--- config.mk ---
export PLATFORM = sky130hd
export DESIGN_NAME = fetch_queue_ctrl
export DESIGN_NICKNAME = d
export VERILOG_FILES = /design/src/rtl/fetch_queue_ctrl.sv
export SDC_FILE = /design/constraint.sdc
export NUM_CORES = 1
export LEC_CHECK = 0
export ABC_AREA = 1
export BUFFER_PORTS_ARGS = -buffer_cell sky130_fd_sc_hd__buf_2
export CAP_MARGIN = 20
export CELL_PAD_IN_SITES_DETAIL_PLACEMENT = 1
export CELL_PAD_IN_SITES_GLOBAL_PLACEMENT = 1
export CORE_ASPECT_RATIO = 0.9
export CORE_UTILIZATION = 35
export CTS_CLUSTER_DIAMETER = 60
export DETAILED_ROUTE_END_ITERATION = 12
export PLACE_DENSITY = 0.76
export SYNTH_ARGS = -nofsm -noshare
export SYNTH_HDL_FRONTEND = slang
export SYNTH_SLANG_ARGS = --single-unit
--- constraint.sdc ---
create_clock -name clk -period 5.6 [get_ports clk]
set_input_delay 1.12 -clock clk [delete_from_list [all_inputs] [get_ports clk]]
set_output_delay 1.12 -clock clk [all_outputs]
set_load 0.01 [all_outputs]
--- src/rtl/fetch_queue_ctrl.sv ---
// rtl/fetch_queue_ctrl.sv - instruction fetch PC generator with a small {pc, instr} queue
module fetch_queue_ctrl #(
  parameter int                    DATA_WIDTH = 32,
  parameter int                    DEPTH      = 4,
  parameter logic [DATA_WIDTH-1:0] RESET_PC   = 32'h0
) (
  input  logic                         clk,
  input  logic                         rst,
  input  logic                         fetch_en,
  output logic [DATA_WIDTH-1:0]        rom_addr,
  input  logic [DATA_WIDTH-1:0]        rom_data,
  input  logic                         redirect_en,
  input  logic [DATA_WIDTH-1:0]        redirect_pc,
  output logic                         instr_valid,
  output logic [DATA_WIDTH-1:0]        instr,
  output logic [DATA_WIDTH-1:0]        instr_pc,
  input  logic                         instr_ready,
  output logic [$clog2(DEPTH):0]       count
);

  localparam int AW = $clog2(DEPTH);
  localparam int CW = AW + 1;

  logic [DATA_WIDTH-1:0] r_fetch_pc;
  logic [AW-1:0]         r_wptr;
  logic [AW-1:0]         r_rptr;
  logic [CW-1:0]         r_count;
  logic [DATA_WIDTH-1:0] r_mem_pc    [DEPTH];
  logic [DATA_WIDTH-1:0] r_mem_instr [DEPTH];

  logic w_empty;
  logic w_full;
  logic w_pop;
  logic w_push;

  // Handshake qualification; a redirect squashes both the pop and the push of its cycle.
  always_comb begin
    w_empty = (r_count == '0);
    w_full  = (r_count == CW'(DEPTH));
    w_pop   = !redirect_en && !w_empty && instr_ready;
    w_push  = !redirect_en && fetch_en && (!w_full || w_pop);
  end

  // Fetch PC, queue pointers and occupancy; reset beats redirect, redirect beats push/pop.
  always_ff @(posedge clk) begin
    if (rst) begin
      r_fetch_pc <= {RESET_PC[DATA_WIDTH-1:2], 2'b00};
      r_wptr     <= '0;
      r_rptr     <= '0;
      r_count    <= '0;
    end else if (redirect_en) begin
      r_fetch_pc <= {redirect_pc[DATA_WIDTH-1:2], 2'b00};
      r_wptr     <= '0;
      r_rptr     <= '0;
      r_count    <= '0;
    end else begin
      if (w_push) begin
        r_fetch_pc <= r_fetch_pc + DATA_WIDTH'(4);
        r_wptr     <= r_wptr + AW'(1);
      end
      if (w_pop) begin
        r_rptr <= r_rptr + AW'(1);
      end
      if (w_push && !w_pop) begin
        r_count <= r_count + CW'(1);
      end else if (w_pop && !w_push) begin
        r_count <= r_count - CW'(1);
      end
    end
  end

  // Queue storage is never cleared; the pointers alone define which entries are live.
  always_ff @(posedge clk) begin
    if (!rst && w_push) begin
      r_mem_pc[r_wptr]    <= r_fetch_pc;
      r_mem_instr[r_wptr] <= rom_data;
    end
  end

  // Head entry and ROM address are straight register reads.
  always_comb begin
    rom_addr    = r_fetch_pc;
    instr_valid = !w_empty;
    instr       = r_mem_instr[r_rptr];
    instr_pc    = r_mem_pc[r_rptr];
    count       = r_count;
  end

endmodule

==> reports/qor.txt <==
Status - finished, final reports clean
CP Data Arrival Time - 2.72 ns
Number of global-route vias before repair - 8525
GRT Total Usage - 17.8%
Initial antenna violation count - 0
CTS Root Cell - clkbuf_16
Routed len/inst - 18.6 µm
First-pass DRT Iterations - 5
Share of cells above drive strength 1 - 20.3%
R2R depth - 7
Via count - 8229
Layout Utilization - 42.6%
Max IR drop VDD - 179 µV
FP Rows - 63
Routability cong. - 0.808
Synth Instances - 1026
Final setup margin - 1.76 ns
DP Worst Slack - 1.60 ns
Synth warnings - 0
Gr ovfl total - 0
Antenna Nets Post-Route - 0
Number of DRC markers in iteration 0 - 365
Endpoints failing hold - 0
Top-Level Pins - 169
Max-slew violations - 0
Clock skew - 0.0113 ns
Cell Area, Synth - 11700 µm²
Hold Buf Count CTS - 0
Num CTS Buffers - 34
Critical Path RT - 4.48 ns
Clock Pin Slew Worst Setup and Hold Paths - 0.05 ns
RSZ-0062 raised after global routing - false
First-pass GRT wire length - 47300 µm
Power density cells - 336 nW/µm²
Gates resized, CTS repair - 0
Port bufs - 162
Lkg Pwr - 5.10 nW
Routed WL - 30400 µm
Post-synthesis average cell area - 11.4 µm²
Clk_lat worst skew - 0.50 ns
CP Capture Type - output pin
Area of the die - 34200 µm²
Clock sink count - 287
Die W - 195 µm
Rel. slew slack - 39.2%
Hold Crit Class - flip-flop to flip-flop
P&R area growth vs syn - 19.8%
Seq/Total Area, Yosys - 70.2%
Crit path largest cell delay - 0.72 ns
CP max FO - 94
Via density - 5.05
Period minus WS final - 3.84 ns
Layout Nets - 1258
Period utilization - 68.5%
Max H-tree Level - 2
Flops & latches, synth - 287
Critical path, cell by cell - inv_4 > buf_4 > nor2_1 > o22ai_1 > buf_2
Tot Pwr - 4.71 mW
Total core area - 32900 µm²
CP delay by family, top - buffers and inverters
Slowest cell on crit path - inv_4
HP Start - r_rptr[1]
Die height - 176 µm
Min-Delay Path Depth - 2
Worst reg2reg path startpoint - count[1]
Synth unique cells - 32
Most common cell after layout, fill and taps aside - edfxtp_1
Max-cap viol count - 0
Starting density of the core - 35.6%
CP Buf/Inv Count - 3
F_max - 261 MHz
Critical path class - flip-flop to output pin
Maximum clock insertion buffer count - 3
Worst R2R End - r_mem_instr[3][14]
Setup TNS - 0 ns
Setup bufs post-CTS - 0
Most frequent cells in the layout - 248 x edfxtp_1, 162 x buf_2, 157 x o21ai_0
HPWL after DPL - 18800 µm
R2R setup slack - 2.74 ns
Final setup fails - 0
Startpoint Class - flip-flop
DRC - 0
Largest net degree at the start of global routing - 95
CTS tree - built
Slew @ Worst Pin - 0.912 ns
-- stage by stage --
| stage | area, µm² | hold slack, ns | cells |
|---|---|---|---|
| detailed placement | 13000 | 0.453 | 1568 |
| CTS | 14000 | 0.468 | 1628 |
| global route | 14000 | 0.501 | 1628 |
| floorplan | 11700 | 0.436 | 1029 |
| finish | 14000 | 0.464 | 1629 |
| global placement | 13000 | 0.445 | 1568 |
-- final cells by class --
type / instances / area [µm²]
multi-input combinational: 623 / 3040
clock buffer: 45 / 923
fill: 3607 / 18900
tap: 422 / 528
clock inverter: 15 / 134
antenna: 1 / 2.50
timing repair buffer: 170 / 921
sequential: 287 / 8230
inverter: 66 / 250
-- cell usage after synthesis --
cell type  count  area share [%]
a21oi_1       27             1.2
a22oi_1        1           0.064
a31oi_1        5            0.27
and2_1         1           0.053
buf_2          9            0.38
buf_4          5            0.32
buf_6          1           0.096
clkbuf_1      37             1.2
clkbuf_2       1           0.043
conb_1         1           0.032
dfxtp_1       39             6.7
edfxtp_1     248              64
fa_1           1            0.17
ha_1           6            0.64
inv_1         65             2.1
inv_2          1           0.032
nand2_1      122             3.9
nand2_2        5            0.27
nand2_4        3            0.29
nand3_1       37             1.6
nand3b_1       2            0.13
nand4_1        5            0.27
nor2_1       160             5.1
nor2_2         6            0.32
nor2_4         6            0.58
nor3_1         2           0.085
o211ai_1       1           0.064
o21ai_0      157             6.7
o21ai_1        4            0.17
o221ai_1       1           0.075
o22ai_1       62             3.3
xor2_1         5            0.37
-- where the power goes --
part           internal [mW]  switching (mW)
logic                 0.0775           0.141
clock network           1.26           0.823
registers               2.36          0.0516
-- cells by family (layout without fill, tap and decap cells) --
family	Yosys count	in the layout	synth area share (%)
buffers and inverters	119	296	4.14
AND/OR/NAND/NOR	349	349	12.6
AO/OA/AOI/OAI	258	258	11.8
XOR/XNOR	5	5	0.374
adder cells (fa/ha/maj)	7	7	0.812
other	1	5	0.0320
flip-flops	287	287	70.2
-- worst max-delay path by stage --
stage / from / end / cells past startpoint
3_5_place_dp: redirect_en / r_mem_pc[0][28] / 7
4_1_cts: flip-flop / instr[16] / 5
2_1_floorplan: fetch_en / r_mem_instr[0][0] / 6
3_3_place_gp: redirect_en / r_mem_instr[0][31] / 7
6_report: flip-flop / instr[16] / 5
5_1_grt: flip-flop / instr[11] / 5
-- state kept, by name (all words and copies together) (netlist names), named ones only --
register / flops
count: 3
r_mem_instr: 128
r_mem_pc: 120
r_rptr: 2
r_wptr: 2
rom_addr: 30
-- per-layer routing --
layer | vias to the layer above | part of all wire [%] | track usage, %
li1 | 3958 | - | -
met1 | 4040 | 46 | 23.5
met2 | 188 | 48 | 30.9
met3 | 43 | 4.3 | 2.67
met4 | 0 | 1.9 | 4.27
met5 | - | 0 | 0
-- tightest hold or removal path: stages, from the launching register on --
cell and delay, ns:
dfxtp_1 0.30, inv_1 0.06, a21oi_1 0.07
No activity file was read; power rests on OpenSTA's default activity.
